--- src/rtl/ant_update_sequencer_pkg.sv ---
// Shared configuration for the ant-routing blocks: default sizes, pheromone
// bounds, the sequencer state encoding and a drop-check helper.
package ant_update_sequencer_pkg;

    localparam int DEFAULT_N        = 5;
    localparam int DEFAULT_NODES    = 16;
    localparam int DEFAULT_MAX_HOPS = 8;

    localparam logic [15:0] PH_MIN_VALUE = 16'h0001;
    localparam logic [15:0] PH_MAX_VALUE = 16'hFF00;

    typedef enum logic [1:0] {
        ST_IDLE    = 2'd0,
        ST_UPDATE  = 2'd1,
        ST_FORWARD = 2'd2
    } ant_state_e;

    // An ant is unusable if it claims to arrive on the local port, on a port
    // that does not exist, or carries more return hops than the stack holds.
    function automatic logic ant_is_bad(input int unsigned port,
                                        input int unsigned ptr,
                                        input int unsigned n_ports,
                                        input int unsigned max_hops);
        return (port == 32'd0) || (port >= n_ports) || (ptr > max_hops);
    endfunction

endpackage

--- src/rtl/ant_update_sequencer_stack_pop.sv ---
// Pops the top entry of a backward ant's return-port stack: returns the
// entry at ptr-1, the stack with that entry cleared, and the new pointer.
module ant_path_stack_pop #(
    parameter int PW       = 3,
    parameter int MAX_HOPS = 8,
    parameter int PTRW     = $clog2(MAX_HOPS + 1)
) (
    input  logic [MAX_HOPS*PW-1:0] stack_in,
    input  logic [PTRW-1:0]        ptr_in,
    output logic [PW-1:0]          port_out,
    output logic [MAX_HOPS*PW-1:0] stack_out,
    output logic [PTRW-1:0]        ptr_out
);

    // Select and clear the top-of-stack entry; an empty stack pops nothing.
    always_comb begin
        port_out  = '0;
        stack_out = stack_in;
        ptr_out   = '0;
        if (ptr_in != '0) begin
            ptr_out = ptr_in - PTRW'(1);
            for (int k = 0; k < MAX_HOPS; k++) begin
                if (PTRW'(k) == ptr_out) begin
                    port_out              = stack_in[k*PW +: PW];
                    stack_out[k*PW +: PW] = '0;
                end else begin
                    stack_out[k*PW +: PW] = stack_in[k*PW +: PW];
                end
            end
        end else begin
            ptr_out = '0;
        end
    end

endmodule

--- src/rtl/ant_update_sequencer.sv ---
// Backward-ant sequencer: accepts one ant, issues a single routing-table
// update for its origin, then forwards the ant one hop back along its path.
module ant_update_sequencer
    import ant_update_sequencer_pkg::*;
#(
    parameter int N        = DEFAULT_N,
    parameter int NODES    = DEFAULT_NODES,
    parameter int MAX_HOPS = DEFAULT_MAX_HOPS,
    parameter int PW       = $clog2(N)
) (
    input  logic                   i_clk,
    input  logic                   i_reset_n,
    input  logic                   i_ant_valid,
    input  logic [N-1:0]           i_ant_src,
    input  logic [PW-1:0]          i_ant_port,
    input  logic [MAX_HOPS*PW-1:0] i_ant_stack,
    input  logic [$clog2(MAX_HOPS+1)-1:0] i_ant_ptr,
    output logic                   o_ant_ready,
    input  logic                   i_table_busy,
    output logic                   o_update,
    output logic [N-1:0]           o_dest,
    output logic [N-1:0]           o_parent,
    output logic                   o_fwd_valid,
    input  logic                   i_fwd_ready,
    output logic [PW-1:0]          o_fwd_port,
    output logic [MAX_HOPS*PW-1:0] o_fwd_stack,
    output logic [$clog2(MAX_HOPS+1)-1:0] o_fwd_ptr,
    output logic                   o_done,
    output logic                   o_err,
    output logic [15:0]            o_update_count
);

    localparam int PTRW = $clog2(MAX_HOPS + 1);

    ant_state_e             state_r, state_s;
    logic [N-1:0]           src_r, cur_src_s;
    logic [PW-1:0]          port_r, cur_port_s;
    logic [MAX_HOPS*PW-1:0] stack_r;
    logic [PTRW-1:0]        ptr_r;
    logic                   ready_r, update_r, fwd_valid_r, done_r, err_r;
    logic [N-1:0]           dest_r, parent_r;
    logic [PW-1:0]          fwd_port_r;
    logic [MAX_HOPS*PW-1:0] fwd_stack_r;
    logic [PTRW-1:0]        fwd_ptr_r;
    logic [15:0]            update_count_r;

    logic                   latch_s, update_s, fwd_valid_s, done_s, err_s;
    logic [PW-1:0]          pop_port_s;
    logic [MAX_HOPS*PW-1:0] pop_stack_s;
    logic [PTRW-1:0]        pop_ptr_s;

    ant_path_stack_pop #(
        .PW       (PW),
        .MAX_HOPS (MAX_HOPS),
        .PTRW     (PTRW)
    ) u_pop (
        .stack_in  (stack_r),
        .ptr_in    (ptr_r),
        .port_out  (pop_port_s),
        .stack_out (pop_stack_s),
        .ptr_out   (pop_ptr_s)
    );

    // Next-state and next-output decode; outputs are registered one edge later.
    always_comb begin
        state_s     = state_r;
        latch_s     = 1'b0;
        update_s    = 1'b0;
        fwd_valid_s = 1'b0;
        done_s      = 1'b0;
        err_s       = 1'b0;
        case (state_r)
            ST_IDLE: begin
                if (ready_r && i_ant_valid) begin
                    if (ant_is_bad(32'(i_ant_port), 32'(i_ant_ptr), N, MAX_HOPS)) begin
                        err_s = 1'b1;
                    end else begin
                        latch_s  = 1'b1;
                        state_s  = ST_UPDATE;
                        update_s = !i_table_busy;
                    end
                end else begin
                    state_s = ST_IDLE;
                end
            end
            ST_UPDATE: begin
                if (update_r) begin
                    if (ptr_r == '0) begin
                        done_s  = 1'b1;
                        state_s = ST_IDLE;
                    end else begin
                        fwd_valid_s = 1'b1;
                        state_s     = ST_FORWARD;
                    end
                end else begin
                    update_s = !i_table_busy;
                end
            end
            ST_FORWARD: begin
                if (i_fwd_ready) begin
                    state_s = ST_IDLE;
                end else begin
                    fwd_valid_s = 1'b1;
                end
            end
            default: begin
                state_s = ST_IDLE;
            end
        endcase
        // The update can fire on the accepting edge, before src/port are latched.
        if (latch_s) begin
            cur_src_s  = i_ant_src;
            cur_port_s = i_ant_port;
        end else begin
            cur_src_s  = src_r;
            cur_port_s = port_r;
        end
    end

    // State register, held ant fields and registered outputs.
    always_ff @(posedge i_clk or negedge i_reset_n) begin
        if (!i_reset_n) begin
            state_r     <= ST_IDLE;
            src_r       <= '0;
            port_r      <= '0;
            stack_r     <= '0;
            ptr_r       <= '0;
            ready_r     <= 1'b0;
            update_r    <= 1'b0;
            dest_r      <= '0;
            parent_r    <= '0;
            fwd_valid_r <= 1'b0;
            fwd_port_r  <= '0;
            fwd_stack_r <= '0;
            fwd_ptr_r   <= '0;
            done_r      <= 1'b0;
            err_r       <= 1'b0;
        end else begin
            state_r     <= state_s;
            ready_r     <= (state_s == ST_IDLE);
            update_r    <= update_s;
            dest_r      <= update_s ? cur_src_s : '0;
            parent_r    <= update_s ? N'(cur_port_s) : '0;
            fwd_valid_r <= fwd_valid_s;
            fwd_port_r  <= fwd_valid_s ? pop_port_s  : '0;
            fwd_stack_r <= fwd_valid_s ? pop_stack_s : '0;
            fwd_ptr_r   <= fwd_valid_s ? pop_ptr_s   : '0;
            done_r      <= done_s;
            err_r       <= err_s;
            if (latch_s) begin
                src_r   <= i_ant_src;
                port_r  <= i_ant_port;
                stack_r <= i_ant_stack;
                ptr_r   <= i_ant_ptr;
            end
        end
    end

    // Saturating count of issued table updates.
    always_ff @(posedge i_clk or negedge i_reset_n) begin
        if (!i_reset_n) begin
            update_count_r <= 16'h0000;
        end else if (update_s && (update_count_r != 16'hFFFF)) begin
            update_count_r <= update_count_r + 16'd1;
        end
    end

    assign o_ant_ready    = ready_r;
    assign o_update       = update_r;
    assign o_dest         = dest_r;
    assign o_parent       = parent_r;
    assign o_fwd_valid    = fwd_valid_r;
    assign o_fwd_port     = fwd_port_r;
    assign o_fwd_stack    = fwd_stack_r;
    assign o_fwd_ptr      = fwd_ptr_r;
    assign o_done         = done_r;
    assign o_err          = err_r;
    assign o_update_count = update_count_r;

endmodule

--- config.mk ---
export PLATFORM = sky130hd
export DESIGN_NAME = ant_update_sequencer
export DESIGN_NICKNAME = d
export VERILOG_FILES = /design/src/rtl/ant_update_sequencer_pkg.sv /design/src/rtl/ant_update_sequencer_stack_pop.sv /design/src/rtl/ant_update_sequencer.sv
export SDC_FILE = /design/constraint.sdc
export NUM_CORES = 1
export LEC_CHECK = 0
export CAP_MARGIN = 20
export CORE_MARGIN = 3
export CORE_UTILIZATION = 35
export DETAILED_ROUTE_END_ITERATION = 7
export GPL_TIMING_DRIVEN = 1
export PLACE_DENSITY_LB_ADDON = 0.08
export SLEW_MARGIN = 5
export SYNTH_ARGS = -nofsm -noshare
export SYNTH_HDL_FRONTEND = slang
export SYNTH_HIERARCHICAL = 1
export SYNTH_SLANG_ARGS = --single-unit
export TNS_END_PERCENT = 10
--- constraint.sdc ---
create_clock -name i_clk -period 2.8 [get_ports i_clk]
set_input_delay 0.7 -clock i_clk [delete_from_list [all_inputs] [get_ports i_clk]]
set_output_delay 0.7 -clock i_clk [all_outputs]
set_load 0.03 [all_outputs]
-- Word-level counts from Yosys, hierarchy flattened
Index checks and enable logic that the tools add are counted.
- eq/ne operators: 10
- $lt $le $gt $ge: 2
- multiplexer cells: 49
- $add $sub $neg: 2
- reduce and logical (&&, ||, !) cells: 11
- operator list (operator ; number):
    2-to-1 mux 3 bit ; 20
    2-to-1 mux 24 bit ; 2
    adder 16 x 1 -> 16 bit (second input constant) ; 1
    equality test 3 x 4 -> 1 bit (first input constant) ; 4
    != test 16 bit (second input constant) ; 1
    2-to-1 mux 1 bit ; 15
    2-to-1 mux 2 bit ; 5
    2-to-1 mux 5 bit ; 2
    equality test 2 x 4 -> 1 bit (first input constant) ; 2
    zero test 4 bit ; 2
    2-to-1 mux 4 bit ; 2
    one-hot mux 2 bit (3 select lines) ; 1
    equality test 1 x 4 -> 1 bit (first input constant) ; 1
    > comparator 4 bit (second input constant) ; 1
    zero test 2 bit ; 2
    one-hot mux 1 bit (2 select lines) ; 2
    nonzero test 4 bit ; 1
    subtractor 4 x 1 -> 4 bit (second input constant) ; 1
    >= comparator 3 bit (second input constant) ; 1
    zero test 3 bit ; 1
    equality test 2 x 1 -> 1 bit (second input constant) ; 1
    equality test 2 bit (second input constant) ; 1
    logical AND 1 bit ; 2
    logical OR 1 bit ; 2
    zero test 1 bit ; 1
- bits of input ports: 41
- bits in registers: 98
- logic and storage cells: 90
- output and inout bits: 62

-- Depth between registers and ports, before layout
- word-level depth: 12
- mapped depth: 8
- mapped depth without buffers: 7

-- Hierarchy
Netlist, hierarchy kept.
- modules (own cells, without submodules) (module ; area an instance (um^2) ; instances ; sequential area each (um^2) ; cells each):
    ant_update_sequencer ; 3749.8 ; 1 ; 2452.4 ; 261
    ant_path_stack_pop ; 493.0 ; 1 ; 0.0 ; 84

-- Worst setup path after synthesis
No wires, ideal clock.
- kind: input-to-reg
- from: input i_ant_ptr[1]
- to: register ptr_r[3]
- path buffers: 2
- cell stages on the path: 5
- arrival: 2.218 ns
- path slack: 0.457 ns
- library setup time: 0.125 ns
- cells stage by stage: o31a_1 > nor4_4 > buf_6 > buf_6 > mux2_2
- cells in the longest elaborated chain, start to end: 5
- RTL lines (what ; line ; text):
    start: declaration ; ant_update_sequencer.sv:17 ; input logic [$clog2(MAX_HOPS+1)-1:0] i_ant_ptr,
    > comparator 4 bit ; ant_update_sequencer_pkg.sv:24 ; return (port == 32'd0) || (port >= n_ports) || (ptr > max_hops);
    logical OR 1 bit ; ant_update_sequencer_pkg.sv:24 ;
    2-to-1 mux 1 bit ; ant_update_sequencer.sv:75 ; if (ant_is_bad(32'(i_ant_port), 32'(i_ant_ptr), N, MAX_HOPS)) begin
    2-to-1 mux 1 bit ; ant_update_sequencer.sv:74 ; if (ready_r && i_ant_valid) begin
    2-to-1 mux 1 bit ; ant_update_sequencer.sv:72 ; case (state_r)
    end signal: assignment ; ant_update_sequencer.sv:154 ; ptr_r <= i_ant_ptr;
    end: declaration ; ant_update_sequencer.sv:39 ; logic [PTRW-1:0] ptr_r;
Every way passes these cells.
A chain may end at the register's enable or synchronous reset.

-- Final worst setup path
- from: input i_ant_ptr[1]
- to: register stack_r[7]
- cells in the longest elaborated chain, start to end: 5
- RTL lines (what ; line ; text):
    > comparator 4 bit ; ant_update_sequencer_pkg.sv:24 ;
    logical OR 1 bit ; ant_update_sequencer_pkg.sv:24 ;
    2-to-1 mux 1 bit ; ant_update_sequencer.sv:75 ;
    2-to-1 mux 1 bit ; ant_update_sequencer.sv:74 ;
    2-to-1 mux 1 bit ; ant_update_sequencer.sv:72 ;
    end signal: assignment ; ant_update_sequencer.sv:153 ; stack_r <= i_ant_stack;
    end: declaration ; ant_update_sequencer.sv:38 ; logic [MAX_HOPS*PW-1:0] stack_r;
Every way passes these cells.

==> results.yml <==
logic_synthesis:
  synth-edff-count: 0
  synthCells: 345
  netlist_area_mm2: 0.00424
  synth-seq-cells: 98
  yosysUniqueCellTypes: 47
  yosys_warnings: 6
  ys.flop_type: "dfrtp_1"
  synthArstFlopShare_pct: 100
  syn_avg_cell_area_um2: 12.3
  synth-seq-area-share_pct: 57.8
route:
  first_pass_iters: 5
  top_layer_used: "met4"
  vias: 2845
  met2_length_um: 4320
  dr_wl_met3_um: 456
  wl_per_cell_um: 15.8
  drtIter0Drc: 115
  drt_wl_total_um: 9400
  antenna_left: 0
  avgViaCountPerCell: 4.78
  wl_met1_um: 4460
  route.detailed.drc: 0
clock_tree:
  cts.path.max_buffers: 2
  cts_setup_buffers: 0
  cts_tree: "yes"
  htreeDepth: 3
  clockRootBuffer: "clkbuf_16"
  cts_sinks: 98
  postCtsHoldBufs: 0
  cts.repair.resized: 0
  numCtsBuffers: 9
  clk_latency_ns: 0.35
  clk_pin_slew_ns: 0.07
power_and_ir_drop:
  p_per_area_mw_per_mm2: 877
  p_leak_nw: 2.51
  irDropWorstVdd_mv: 0.341
cells_and_area:
  nets: 493
  drive_gt1_share_pct: 15.7
  n_fill_cell: 1096
  layout.area.seq_mm2: 0.00245
  diodes: 0
  areaGrowthSynthToFinish_pct: 35.4
  fin_util_pct: 49.5
  multiInputGateArea_mm2: 0.00166
floorplanning:
  die_y_um: 116
  dieArea_mm2: 0.0135
  start_util_pct: 36.5
  die_x_um: 116
  io-pin-count: 103
  core_mm2: 0.0116
  row_count: 39
critical_path:
  critical_path_class: "input pin to register"
  crit_path_end_kind: "register"
  start_kind: "input pin"
  crit_path_max_fanout: 27
  worstPathRequired_ns: 3.03
  cp.arrival_ns: 2.64
grt:
  grt_pass1_wl_um: 15500
  grt_pass1_vias: 3011
  globalRouteTotalUtil_pct: 15.1
  grt_remaining_overflow: 0
  antenna_found_initial: 0
  grt_max_degree: 44
run:
  cap_violations: 0
place:
  hpwl_um: 6650
  routabilityCongestion: 0.706
  portBuffers: 100
worst_hold_path:
  hp-class: "input pin to async pin"
timing:
  tightest_slew_ns: 0.599
  slew_headroom_pct: 60.0
  setup_viol: 0
  post-route-period-util_pct: 86.0
  hold_viol: 0
  fin_crit_ns: 2.41
  rsz0062_at_grt: "no"
  finClkSkew_ns: 0.00695
  setup_tns_ns: 0
  clock.fmax_ghz: 0.415
  slew_viol_final: 0
run_status:
  status: "completed"
[cells in the final DEF (no fill, tap or decap), types with 3 or more instances in the layout]
cell             Yosys  final
xnor2_1             14     14
clkdlybuf4s50_1      0     99
nor2b_1             21     21
clkbuf_16            0      9
a21oi_1              7      7
nand4_1              5      5
nor3_1               3      3
and3_2               3      3
and2_1              44     44
nor2_1              14     14
buf_4                3      7
o22ai_1              3      3
and3_1               5      5
mux2_2              37     37
nand2_1             10     10
dfrtp_1             98     98
bufinv_16            0      3
nand3_1             10     10
inv_1                7      7
nand2b_1             4      4
o32a_1               3      3
a2bb2oi_1            3      3
ha_1                 5      5
[routing by layer]
layer	GRT usage [%]	up-vias
met5	0	-
met2	23.2	78
met1	20.3	1384
met3	4.09	15
met4	6.03	0
li1	-	1368
[power breakdown]
group          total, W  leakage (nW)  switching, W  internal [W]
Clock           0.00141         0.167      0.000532      0.000876
Combinational   0.00154          1.06      0.000727      0.000815
Sequential      0.00209          1.28      0.000328       0.00176
[logic make-up after synthesis]
kind of cell | count (synthesis) | synth area share, %
other | 1 | 0.0884
buffers and inverters | 25 | 3.18
DFF | 98 | 57.8
adders and majority gates | 5 | 1.47
and+or+nand+nor | 130 | 18.4
muxes | 37 | 9.82
AOI/OAI and AO/OA | 34 | 6.13
xor gates and xnor gates | 15 | 3.10
[stage by stage]
| step | setup slack (ns) | instances | hold WS, ns | area [um^2] | total power [W] |
|---|---|---|---|---|---|
| after global placement | 0.0610 | 579 | 0.478 | 5400 | 0.00365 |
| after CTS | 0.396 | 595 | 0.378 | 5750 | 0.00511 |
| after global routing | 0.311 | 595 | 0.406 | 5750 | 0.00539 |
| final | 0.393 | 595 | 0.361 | 5750 | 0.00504 |
| after detailed placement | 0.0195 | 579 | 0.481 | 5400 | 0.00367 |
| after floorplan | 0.457 | 346 | 0.404 | 4250 | 0.00315 |
[state kept, by name, summed over array words and instances, names as in the netlist]
name	cells
o_ant_ready	1
o_dest	5
o_done	1
o_err	1
o_fwd_port	3
o_fwd_ptr	4
o_fwd_stack	24
o_fwd_valid	1
o_parent	3
o_update	1
o_update_count	16
port_r	3
ptr_r	4
src_r	5
stack_r	24
state_r	2
[synth_stat cells (6+ instances only)]
master / n / area share [%]
a21oi_1: 7 / 0.83
and2_1: 44 / 6.5
buf_2: 6 / 0.71
clkbuf_1: 6 / 0.53
dfrtp_1: 98 / 58
inv_1: 7 / 0.62
mux2_2: 37 / 9.8
nand2_1: 10 / 0.88
nand3_1: 10 / 1.2
nor2_1: 14 / 1.2
nor2b_1: 21 / 3.1
xnor2_1: 14 / 2.9
[path summary, 6_finish.rpt]
| path | end | slack [ns] | cells past startpoint | from |
|---|---|---|---|---|
| setup / recovery | stack_r[7] | 0.39 | 6 | i_ant_ptr[1] |
| hold / removal | o_update_count[10] | 0.36 | 1 | i_reset_n |
| setup reg to reg | stack_r[7] | 0.65 | 7 | state_r[0] |
| hold reg to reg | o_update_count[15] | 0.49 | 1 | o_update_count[15] |
| max in group asynchronous | port_r[1] | 1.80 | 2 | i_reset_n |
| min in group i_clk | o_update_count[15] | 0.49 | 1 | o_update_count[15] |
[worst max-delay path, cell delays in order]
cell             delay, ns
clkdlybuf4s50_1       0.42
o31a_1                0.32
buf_4                 0.15
nor4_4                0.26
buf_4                 0.40
mux2_2                0.38
[area by class of cell]
class	count	area share [%]
inverters	7	0.457
clock inverters	6	1.96
multi-input cells	223	28.9
repair buffers	108	18.9
well taps	143	3.11
flip-flops and latches	98	42.7
clock buffers	10	3.99
(Power assumes the default switching activity.)
